`config.mk`:
```
export PLATFORM = sky130hd
export DESIGN_NAME = iomem_mem_timer_bridge
export DESIGN_NICKNAME = d
export VERILOG_FILES = /design/src/rtl/iomem_bridge_pkg.sv /design/src/rtl/iomem_timer64.sv /design/src/rtl/iomem_mem_timer_bridge.sv
export SDC_FILE = /design/constraint.sdc
export NUM_CORES = 1
export LEC_CHECK = 0
export ABC_AREA = 1
export CAP_MARGIN = 20
export CORE_UTILIZATION = 50
export DETAILED_ROUTE_END_ITERATION = 7
export PLACE_DENSITY_LB_ADDON = 0.08
export SETUP_SLACK_MARGIN = 0.2
export SLEW_MARGIN = 20
export SYNTH_ARGS = -nofsm -noshare
export SYNTH_HDL_FRONTEND = slang
export SYNTH_SLANG_ARGS = --single-unit
```
`constraint.sdc`:
```
create_clock -name clk_i -period 2.7 [get_ports clk_i]
set_clock_uncertainty 0.2 [all_clocks]
set_input_delay 0.27 -clock clk_i [delete_from_list [all_inputs] [get_ports clk_i]]
set_output_delay 0.27 -clock clk_i [all_outputs]
set_load 0.01 [all_outputs]
```
`src/rtl/iomem_bridge_pkg.sv`:
```
// Shared types, timer register offsets and decode helpers for the iomem
// memory/timer bridge.
package iomem_bridge_pkg;

  typedef enum logic [1:0] {
    ST_IDLE = 2'd0,
    ST_WAIT = 2'd1,
    ST_RESP = 2'd2
  } bridge_state_e;

  localparam logic [4:0] TMR_OFF_MTIME_LO    = 5'h00;
  localparam logic [4:0] TMR_OFF_MTIME_HI    = 5'h04;
  localparam logic [4:0] TMR_OFF_MTIMECMP_LO = 5'h08;
  localparam logic [4:0] TMR_OFF_MTIMECMP_HI = 5'h0C;
  localparam logic [4:0] TMR_OFF_STATUS      = 5'h10;

  localparam logic [31:0] DEAD_BEEF = 32'hDEAD_BEEF;

  function automatic logic region_hit(input logic [31:0] addr,
                                      input logic [31:0] base,
                                      input logic [31:0] mask);
    return ((addr & ~mask) == base);
  endfunction

  function automatic logic [31:0] merge_bytes(input logic [31:0] old_val,
                                              input logic [31:0] wdata,
                                              input logic [3:0]  wstrb);
    logic [31:0] res;
    res = old_val;
    for (int i = 0; i < 4; i++) begin
      if (wstrb[i]) begin
        res[8*i +: 8] = wdata[8*i +: 8];
      end else begin
        res[8*i +: 8] = old_val[8*i +: 8];
      end
    end
    return res;
  endfunction

endpackage

```
`src/rtl/iomem_timer64.sv`:
```
// 64-bit mtime/mtimecmp timer with prescaler, byte-strobed register writes,
// combinational read mux and a registered level interrupt.
module iomem_timer64
  import iomem_bridge_pkg::*;
#(
  parameter int TIMER_DIV = 1
) (
  input  logic        i_clk,
  input  logic        i_rst,
  input  logic        i_we,
  input  logic [1:0]  i_sel,
  input  logic [3:0]  i_wstrb,
  input  logic [31:0] i_wdata,
  output logic [31:0] o_rdata,
  output logic        o_irq
);

  localparam int PW = (TIMER_DIV > 1) ? $clog2(TIMER_DIV) : 1;

  logic [PW-1:0] r_presc;
  logic [63:0]   r_mtime;
  logic [63:0]   r_mtimecmp;
  logic          r_irq;

  logic          w_tick;
  logic [4:0]    w_off;
  logic          w_wr_time;
  logic          w_wr_cmp;
  logic [63:0]   w_mtime_wr;
  logic [63:0]   w_cmp_wr;

  assign w_off  = {1'b0, i_sel, 2'b00};
  assign w_tick = (r_presc == PW'(TIMER_DIV - 1));

  // Register decode: merged write values and read mux
  always_comb begin
    w_wr_time  = 1'b0;
    w_wr_cmp   = 1'b0;
    w_mtime_wr = r_mtime;
    w_cmp_wr   = r_mtimecmp;
    o_rdata    = 32'h0000_0000;
    case (w_off)
      TMR_OFF_MTIME_LO: begin
        w_wr_time  = i_we;
        w_mtime_wr = {r_mtime[63:32], merge_bytes(r_mtime[31:0], i_wdata, i_wstrb)};
        o_rdata    = r_mtime[31:0];
      end
      TMR_OFF_MTIME_HI: begin
        w_wr_time  = i_we;
        w_mtime_wr = {merge_bytes(r_mtime[63:32], i_wdata, i_wstrb), r_mtime[31:0]};
        o_rdata    = r_mtime[63:32];
      end
      TMR_OFF_MTIMECMP_LO: begin
        w_wr_cmp = i_we;
        w_cmp_wr = {r_mtimecmp[63:32], merge_bytes(r_mtimecmp[31:0], i_wdata, i_wstrb)};
        o_rdata  = r_mtimecmp[31:0];
      end
      TMR_OFF_MTIMECMP_HI: begin
        w_wr_cmp = i_we;
        w_cmp_wr = {merge_bytes(r_mtimecmp[63:32], i_wdata, i_wstrb), r_mtimecmp[31:0]};
        o_rdata  = r_mtimecmp[63:32];
      end
      default: begin
        o_rdata = 32'h0000_0000;
      end
    endcase
  end

  // Prescaler, mtime (bus write beats increment), compare register, irq
  always_ff @(posedge i_clk) begin
    if (i_rst) begin
      r_presc    <= '0;
      r_mtime    <= 64'h0;
      r_mtimecmp <= 64'hFFFF_FFFF_FFFF_FFFF;
      r_irq      <= 1'b0;
    end else begin
      r_presc <= w_tick ? '0 : r_presc + PW'(1);
      if (w_wr_time) begin
        r_mtime <= w_mtime_wr;
      end else if (w_tick) begin
        r_mtime <= r_mtime + 64'd1;
      end else begin
        r_mtime <= r_mtime;
      end
      if (w_wr_cmp) begin
        r_mtimecmp <= w_cmp_wr;
      end else begin
        r_mtimecmp <= r_mtimecmp;
      end
      r_irq <= (r_mtime >= r_mtimecmp);
    end
  end

  assign o_irq = r_irq;

endmodule

```
`src/rtl/iomem_mem_timer_bridge.sv`:
```
// iomem responder decoding RAM, timer and unmapped regions with a single
// registered ready pulse per access. Optional bus error status: IOMEM_BUS_ERR_EN.
module iomem_mem_timer_bridge
  import iomem_bridge_pkg::*;
#(
  parameter logic [31:0] RAM_BASE    = 32'h4000_0000,
  parameter logic [31:0] RAM_MASK    = 32'h000F_FFFF,
  parameter int          RAM_DEPTH   = 'h5000,
  parameter int          RAM_LATENCY = 2,
  parameter logic [31:0] TIMER_BASE  = 32'h3000_0000,
  parameter int          TIMER_DIV   = 1
) (
  input  logic                         clk_i,
  input  logic                         rst_i,
  input  logic                         iomem_valid_i,
  output logic                         iomem_ready_o,
  input  logic [3:0]                   iomem_wstrb_i,
  input  logic [31:0]                  iomem_addr_i,
  input  logic [31:0]                  iomem_wdata_i,
  output logic [31:0]                  iomem_rdata_o,
  output logic [$clog2(RAM_DEPTH)-1:0] mem_addr_o,
  output logic [31:0]                  mem_wdata_o,
  output logic [3:0]                   mem_wstrb_o,
  output logic                         mem_rd_en_o,
  input  logic [31:0]                  mem_rdata_i,
  output logic                         timer_irq_o
`ifdef IOMEM_BUS_ERR_EN
  ,
  output logic                         bus_err_o
`endif
);

  localparam int BW = $clog2(RAM_DEPTH * 4);

`ifdef IOMEM_BUS_ERR_EN
  localparam logic [31:0] UNMAPPED_RDATA = DEAD_BEEF;
`else
  localparam logic [31:0] UNMAPPED_RDATA = 32'h0000_0000;
`endif

  bridge_state_e r_state;
  bridge_state_e w_state_nxt;
  logic          r_ready;
  logic [31:0]   r_rdata;
  logic [31:0]   w_rdata_nxt;
  logic [3:0]    r_cnt;
  logic [3:0]    w_cnt_nxt;
  logic          r_is_write;
  logic          w_is_write;
  logic          w_ram_hit;
  logic          w_tmr_hit;
  logic          w_tmr_we;
  logic [31:0]   w_tmr_rdata;
  logic [3:0]    w_mem_wstrb;
  logic          w_mem_rd;
`ifdef IOMEM_BUS_ERR_EN
  logic          r_bus_err;
  logic          w_sts_hit;
  logic          w_err_set;
  logic          w_err_clr;

  assign w_sts_hit = region_hit(iomem_addr_i, TIMER_BASE + 32'(TMR_OFF_STATUS), 32'h0000_0003);
  assign bus_err_o = r_bus_err;
`endif

  assign w_is_write = |iomem_wstrb_i;
  assign w_ram_hit  = region_hit(iomem_addr_i, RAM_BASE, RAM_MASK);
  assign w_tmr_hit  = region_hit(iomem_addr_i, TIMER_BASE, 32'h0000_000F);

  iomem_timer64 #(
    .TIMER_DIV (TIMER_DIV)
  ) u_timer (
    .i_clk   (clk_i),
    .i_rst   (rst_i),
    .i_we    (w_tmr_we),
    .i_sel   (iomem_addr_i[3:2]),
    .i_wstrb (iomem_wstrb_i),
    .i_wdata (iomem_wdata_i),
    .o_rdata (w_tmr_rdata),
    .o_irq   (timer_irq_o)
  );

  // Bridge FSM: decode, RAM strobes, latency countdown, response data
  always_comb begin
    w_state_nxt = r_state;
    w_rdata_nxt = r_rdata;
    w_cnt_nxt   = r_cnt;
    w_mem_wstrb = 4'b0000;
    w_mem_rd    = 1'b0;
    w_tmr_we    = 1'b0;
`ifdef IOMEM_BUS_ERR_EN
    w_err_set   = 1'b0;
    w_err_clr   = 1'b0;
`endif
    case (r_state)
      ST_IDLE: begin
        if (iomem_valid_i && !rst_i) begin
          if (w_ram_hit) begin
            if (w_is_write) begin
              w_mem_wstrb = iomem_wstrb_i;
            end else begin
              w_mem_rd = 1'b1;
            end
            w_cnt_nxt   = 4'(RAM_LATENCY);
            w_state_nxt = ST_WAIT;
          end else if (w_tmr_hit) begin
            w_tmr_we    = w_is_write;
            w_rdata_nxt = w_is_write ? 32'h0000_0000 : w_tmr_rdata;
            w_state_nxt = ST_RESP;
`ifdef IOMEM_BUS_ERR_EN
          end else if (w_sts_hit) begin
            w_err_clr   = w_is_write;
            w_rdata_nxt = w_is_write ? 32'h0000_0000 : {31'h0000_0000, r_bus_err};
            w_state_nxt = ST_RESP;
`endif
          end else begin
`ifdef IOMEM_BUS_ERR_EN
            w_err_set   = 1'b1;
`endif
            w_rdata_nxt = w_is_write ? 32'h0000_0000 : UNMAPPED_RDATA;
            w_state_nxt = ST_RESP;
          end
        end else begin
          w_state_nxt = ST_IDLE;
        end
      end
      ST_WAIT: begin
        w_cnt_nxt = r_cnt - 4'd1;
        if (r_cnt == 4'd1) begin
          w_rdata_nxt = r_is_write ? 32'h0000_0000 : mem_rdata_i;
          w_state_nxt = ST_RESP;
        end else begin
          w_state_nxt = ST_WAIT;
        end
      end
      ST_RESP: begin
        w_state_nxt = ST_IDLE;
      end
      default: begin
        w_state_nxt = ST_IDLE;
      end
    endcase
  end

  // State, ready pulse and response data registers
  always_ff @(posedge clk_i) begin
    if (rst_i) begin
      r_state    <= ST_IDLE;
      r_ready    <= 1'b0;
      r_rdata    <= 32'h0000_0000;
      r_cnt      <= 4'd0;
      r_is_write <= 1'b0;
    end else begin
      r_state <= w_state_nxt;
      r_ready <= (w_state_nxt == ST_RESP);
      r_rdata <= w_rdata_nxt;
      r_cnt   <= w_cnt_nxt;
      if (r_state == ST_IDLE) begin
        r_is_write <= w_is_write;
      end else begin
        r_is_write <= r_is_write;
      end
    end
  end

`ifdef IOMEM_BUS_ERR_EN
  // Sticky unmapped-access flag, cleared by any status write
  always_ff @(posedge clk_i) begin
    if (rst_i) begin
      r_bus_err <= 1'b0;
    end else if (w_err_set) begin
      r_bus_err <= 1'b1;
    end else if (w_err_clr) begin
      r_bus_err <= 1'b0;
    end else begin
      r_bus_err <= r_bus_err;
    end
  end
`endif

  assign iomem_ready_o = r_ready;
  assign iomem_rdata_o = r_rdata;
  assign mem_addr_o    = iomem_addr_i[BW-1:2];
  assign mem_wdata_o   = iomem_wdata_i;
  assign mem_wstrb_o   = w_mem_wstrb;
  assign mem_rd_en_o   = w_mem_rd;

endmodule

```
==> results of run 1 <==
==> through the flow <==
| step | TNS, ns | hold WS, ns | setup slack (ns) |
|---|---|---|---|
| finish | 0 | 0.261 | 0.259 |
| CTS | 0 | 0.254 | 0.216 |
| floorplan | 0 | 0.142 | 0.519 |
| detailed placement | -1.09 | 0.262 | -0.0535 |
| global placement | 0 | 0.255 | 0.00219 |
| global route | 0 | 0.283 | 0.205 |
==> power by group through the flow <==
stage / Sequential (mW) / Combinational [mW] / Clock (mW)
after floorplan: 2.75 / 0.568 / 0
after global placement: 2.77 / 1.05 / 0
after global routing: 2.73 / 1.21 / 2.66
after CTS: 2.71 / 1.08 / 2.58
final: 2.72 / 1.10 / 2.57
after detailed placement: 2.77 / 1.07 / 0
==> per-layer routing <==
metal / routed length, um / vias up / part of all wire (%)
met3: 4370 / 68 / 9.5
met1: 20000 / 6367 / 43
met2: 20600 / 610 / 45
li1: - / 6762 / -
met5: 0 / - / 0
met4: 1100 / 0 / 2.4
==> cell usage after synthesis (32+ instances only) <==
master       n  area, um^2
nand3_1     49         245
ha_1        67         838
o2111ai_1   32         280
a21oi_1     69         345
clkbuf_1    51         191
o211ai_1    64         480
dfxtp_1    170        3400
inv_1      222         833
nand2_1    630        2360
o21ai_0     98         490
nor2_1     297        1110
a32oi_1     32         280
buf_4       48         360
==> cells by family (layout without fill, tap and decap cells) <==
logic type                 Yosys count  after routing  synth area share (%)
and+or+nand+nor                   1072           1072                  36.1
buffers and inverters              347            521                  12.5
AOI/OAI and AO/OA                  308            308                  15.6
DFF                                170            170                  27.2
adders and majority gates           67             67                  6.71
xor gates and xnor gates            26             26                  1.82
other                                1              2                0.0300
==> area by class of cell <==
cell class	count	share of cell area (%)
timing repair buffer	262	16.8
tap	324	2.62
sequential	170	22.0
antenna	1	0.0162
inverter	227	5.54
clock inverter	13	1.00
multi-input combinational	1474	49.1
clock buffer	19	2.86
==> what timing repair did <==
item,in CTS,in global routing
pin swaps,1,4
cloned,0,0
resized for setup,2,20
setup endpoints to repair,6,28
buffers inserted,2,4
endpoints found under the hold margin,0,0
hold buffers,0,0
==> final timing paths <==
kind | slack [ns] | cells past startpoint | to
max | 0.26 | 6 | mem_rd_en_o
min | 0.26 | 3 | iomem_rdata_o[9]
max reg2reg | 0.33 | 13 | u_timer.r_mtime[60]
min reg2reg | 0.28 | 2 | u_timer.r_mtimecmp[42]
==> critical path, stage by stage <==
cell	delay (ns)
clkdlybuf4s50_1	0.55
inv_2	0.17
nand4_4	0.12
buf_4	0.20
nor2_1	0.11
clkdlybuf4s50_1	0.55
==> layout by cell type, fill, tap and decap left out, types with 27 or more instances in the layout <==
cell / instances
ha_1: 67
o21ai_0: 98
nor2_1: 287
dfxtp_1: 165
clkdlybuf4s50_1: 183
inv_1: 219
nand3_1: 48
o2111ai_1: 32
a32oi_1: 32
nand4_1: 27
o211ai_1: 64
nand2_1: 629
a21oi_1: 68
buf_4: 63
==> registers in the layout, indices dropped and copies added (netlist names), 2 cells and up <==
name / count
iomem_rdata_o: 32
r_state: 2
u_timer.r_mtime: 64
u_timer.r_mtimecmp: 64
r_cnt: 4
==> impl_results.md, run 1 <==
* Status: completed
* I/O pin count at ~190
* Cts bufs inserted at 17
* Via density at around 5.5
* Gr ovfl total at 0
* Synthesized area per cell at 6.28 um^2
* Crit Path Category: in2out
* DP Cell Count at around 2,500
* Sink Count at 170
* Met1 usage at 48.2%
* Initial antenna violation count at 2
* CTS tree: built
* Fmax at 410 MHz
* Reg power frac at 42.6%
* Post-synthesis sequential area ratio at 27.2%
* Ys Warns at 0
* Nets at about 2,300
* R2r startpoint: u_timer.r_mtime[0]
* CP endpoint kind: output pin
* Post-Place Cell Area at between 0.01 and 0.015 mm^2
* Port Buffers at about 190
* Clock Pin Slew Worst Setup and Hold Paths at around 0.080 ns
* Core box area at about 0.024 mm^2
* Hold_sp: mem_rdata_i[9]
* Final core occ at a little under two thirds
* Gr usage total at ~36%
* CTS H-tree lvls at 4
* Switch share at 30.6%
* RSZ-0062 raised after global routing: false
* Die ar. at roughly 0.026 mm^2
* GR peak layer: met2
* Max Slew Vio Count at 0
* Die Ht at ~160 um
* Post-Layout Cell Count at approximately 2,500
* Starting Density at between 50% and 60%
* FFs w/ async S/R, synth at 0%
* Final hold vios at 0
* Initial DRC count at roughly 1,400
* Clock Tree Root: clkbuf_16
* Reg area at about 0.0034 mm^2
* Detailed Place HPWL at ~35,000 um
* Maximum Capacitance Violations at 0
* CP max FO at 7
* Setup Viol. Count Final at 0
* GRT met3 Usage at between 7 and 8%
* Internal power at between 4 and 5 mW
* Fin crit share at 90.4%
* PD cells at approximately 410 mW/mm^2
* Die X at between 150 and 200 um
* Worst-case clock buffer depth at 2
* Pin count of the biggest net entering global routing at ~160
* Clk_lat worst skew at between 0.4 and 0.5 ns
* Multi-input gate area at ~0.0076 mm^2
* Power share of the combinational group at between 15 and 20%
* WL/cell at 18.5 um
* Mapped Nets at ~2,200
* Power Total at 6.38 mW
* Post-synth EDFFs at 0
* Vias at ~14,000
* Yosys reg bits at between 150 and 200
* Routability cong. at ~1.0
* CP startpoint kind: primary input
* P_sw at roughly 2 mW
* Slew headroom at about half
* VDD IR-drop max at 0.323 mV
* DRC viols at 0
* Fill cells at 2,368
* Cells after synthesis at approximately 2,000
* Antenna viol nets, final at 0
* Grt met2 use at between 50 and 60%
* Final Cell Area at 0.0155 mm^2
* Critical Path AT at between 1.5 and 2 ns
* Drt first pass iters at 5
* Vias in the first global route at 12,900
* Final wirelength at between 40,000 and 50,000 um
* Critical Path Source: iomem_wstrb_i[3]
* Tightest Pin Transition at 0.756 ns
* Synth Cell Area at 0.0125 mm^2
* Clk pwr share at roughly two fifths
* Row cnt at 57
* First-pass GRT wire length at between 70,000 and 80,000 um
* Critical path required time at around 2.2 ns
* Post-synth cell types at 40
* Layout cells sized above 1 at under 10%
* Hold/Removal Path Class: in2reg
* Main synth FF type: dfxtp_1
* Minimum clock period after layout at ~2.4 ns
* Leak pwr at about 7.5 nW
* Area Growth Syn to Fin at 23.7%
No activity file was read; power rests on OpenSTA's default activity.
==> inputs of run 2 (changes only) <==
--- a/config.mk
+++ b/config.mk
@@ -8,6 +8,7 @@
 export ABC_AREA = 1
 export CAP_MARGIN = 20
 export CORE_UTILIZATION = 50
+export CTS_BUF_LIST = sky130_fd_sc_hd__clkbuf_2
 export DETAILED_ROUTE_END_ITERATION = 7
 export PLACE_DENSITY_LB_ADDON = 0.08
 export SETUP_SLACK_MARGIN = 0.2
==> constraint.sdc (replaced) <==
create_clock -name clk_i -period 2.41 [get_ports clk_i]
set_clock_uncertainty 0.2 [all_clocks]
set_input_delay 0.241 -clock clk_i [delete_from_list [all_inputs] [get_ports clk_i]]
set_output_delay 0.241 -clock clk_i [all_outputs]
set_load 0.01 [all_outputs]
==> impl_results.md, run 2 (synthesis gave the netlist of run 1 again) <==
* I/O pin count at 189
* DP Cell Count at 2,507
* Row cnt at 57
* Starting Density at approximately half
* Hold_sp: iomem_wdata_i[21]
* Hold/Removal Path Class: in2reg
* CP startpoint kind: flip-flop
* CTS tree: built
* Power share of the combinational group at between 20% and 30%
* DRC viols at 0
* Area Growth Syn to Fin at 39.9%
* Reg power frac at 50.0%
* Clk pwr share at 26.0%
* Port Buffers at approximately 190
* First-pass GRT wire length at between 70,000 and 80,000 um
* Status: completed
* Setup Viol. Count Final at 0
* CP max FO at 3
* Core box area at roughly 0.024 mm^2
* CP Depth at 5
* Fin crit share at 96.5%
* Antenna viol nets, final at 0
* Largest stage delay, worst path at roughly 0.42 ns
* Nets at approximately 2,500
* Vias at between 15,000 and 20,000
* Clock Tree Root: clkbuf_2
* Leak pwr at approximately 8.6 nW
* VDD IR-drop max at a little under 0.3 mV
* Most common cell after layout, fill and taps aside: nand2_1
* Slew headroom at between 40% and 50%
* CP endpoint kind: output pin
* WL/cell at about 19 um
* Die X at around 160 um
* Critical Path AT at around 1.9 ns
* R2R depth at 14
* Final wirelength at 51,100 um
* PD cells at 350 mW/mm^2
* Drt first pass iters at 6
* R2r startpoint: r_state[1]
* Minimum clock period after layout at 2.33 ns
* RSZ-0062 raised after global routing: true
* Critical path required time at approximately 2.0 ns
* Die ar. at roughly 0.026 mm^2
* Gr ovfl total at 0
* Initial antenna violation count at 2
* Vias in the first global route at about 13,000
* Initial DRC count at ~1,500
* Via density at 5.65
* Clk_lat worst skew at roughly 0.80 ns
* Hold Crit Depth at 5
* Most frequent cells in the layout: nand2_1, nor2_1, inv_1, clkdlybuf4s50_1, buf_4
* Die Ht at around 160 um
* Worst-case clock buffer depth at 2
* Switch share at about a third
* Tightest Pin Transition at ~0.82 ns
* Slowest stage cell, crit path: dfxtp_4
* Layout cells sized above 1 at between 10% and 20%
* Cts bufs inserted at 17
* Power Total at roughly 6.1 mW
* Internal power at 3.97 mW
* Endpoint, Worst Hold: u_timer.r_mtime[53]
* Clock Pin Slew Worst Setup and Hold Paths at around 0.28 ns
* Pin count of the biggest net entering global routing at 75
* Crit Path Category: reg2out
* Max Slew Vio Count at 0
* Routability cong. at between 1 and 1.5
* Final hold vios at 0
* P_sw at 2.16 mW
* CTS H-tree lvls at 4
* Reg2Reg Setup Slack at ~0.090 ns
* Fmax at around 430 MHz
* Critical-path cell list: nor2_4, nand4_1, buf_6, nor2_4, buf_6
* Critical Path Source: r_state[1]
* Detailed Place HPWL at approximately 35,000 um
* Critical path's top delay family: flip-flops
* FF-to-FF End: u_timer.r_mtime[5]
* Maximum Capacitance Violations at 0
* Gr usage total at 35.7%
* Final core occ at ~72%
* Post-Layout Cell Count at about 2,700
* Sink Count at 170
* WP buf/inv at 2
run 2: cell types whose count changed in the layout (fill, tap and decap cells not counted), moves of 17 or more:
cell	change
buf_6	+18
clkbuf_2	+17
dfxtp_2	+60
clkdlybuf4s50_1	-28
dlygate4sd3_1	+65
nand2_1	-27
buf_4	+63
nor2_1	-21
nand2_2	+26
dfxtp_1	-74
run 2: cell type report:
type / count / area, um^2
clock inverters: 15 / 154
inverters: 227 / 872
clock buffers: 17 / 85.1
flip-flops and latches: 170 / 3540
repair buffers: 426 / 4390
well taps: 324 / 405
fillers: 2062 / 6910
multi-input cells: 1483 / 8040
diodes: 2 / 5.00
run 2: worst max path at each step:
stage                                      to
after floorplan           u_timer.r_mtime[40]
after global placement    u_timer.r_mtime[14]
after detailed placement  u_timer.r_mtime[53]
after CTS                      mem_wstrb_o[0]
after global routing      u_timer.r_mtime[21]
final                          mem_wstrb_o[0]
run 2: through the flow:
stage / TNS (ns) / setup slack, ns / instance area (um^2) / hold WS [ns]
6_report: 0 / 0.0834 / 17500 / 0.0261
3_5_place_dp: -21.44 / -0.221 / 15300 / 0.264
4_1_cts: 0 / 0.0989 / 16300 / 0.00577
5_1_grt: -0.0440 / -0.0209 / 17500 / 0.00801
2_1_floorplan: 0 / 0.229 / 12500 / 0.113
3_3_place_gp: -15.12 / -0.146 / 15300 / 0.257
run 2: routing by layer:
layer | vias up | routed length (um) | track usage (%)
li1 | 7156 | - | -
met1 | 6988 | 21100 | 46.9
met2 | 791 | 23200 | 58.1
met3 | 112 | 5400 | 7.97
met4 | 0 | 1460 | 11.1
met5 | - | 0 | 0
run 2: power by group through the flow:
stage | Combinational, mW | Clock, mW | Sequential [mW]
2_1_floorplan | 0.636 | 0 | 3.08
3_3_place_gp | 1.23 | 0 | 3.10
3_5_place_dp | 1.25 | 0 | 3.10
4_1_cts | 1.35 | 1.61 | 3.05
5_1_grt | 1.58 | 1.72 | 3.08
6_report | 1.47 | 1.60 | 3.06
run 2: worst min-delay path, cell delays in order:
cell and delay [ns]:
clkdlybuf4s50_1 0.47, nand2_1 0.11, nand2_1 0.05, nor2_1 0.08, nor2_1 0.04
run 2: repair_timing:
action                                  CTS  global route
hold buffers                             65             0
pin swaps                                 8            44
hold endpoints to repair                120             0
endpoints found under the setup margin   67           107
cloned                                    0            19
setup buffers                             9            30
gates resized for setup                  77           207
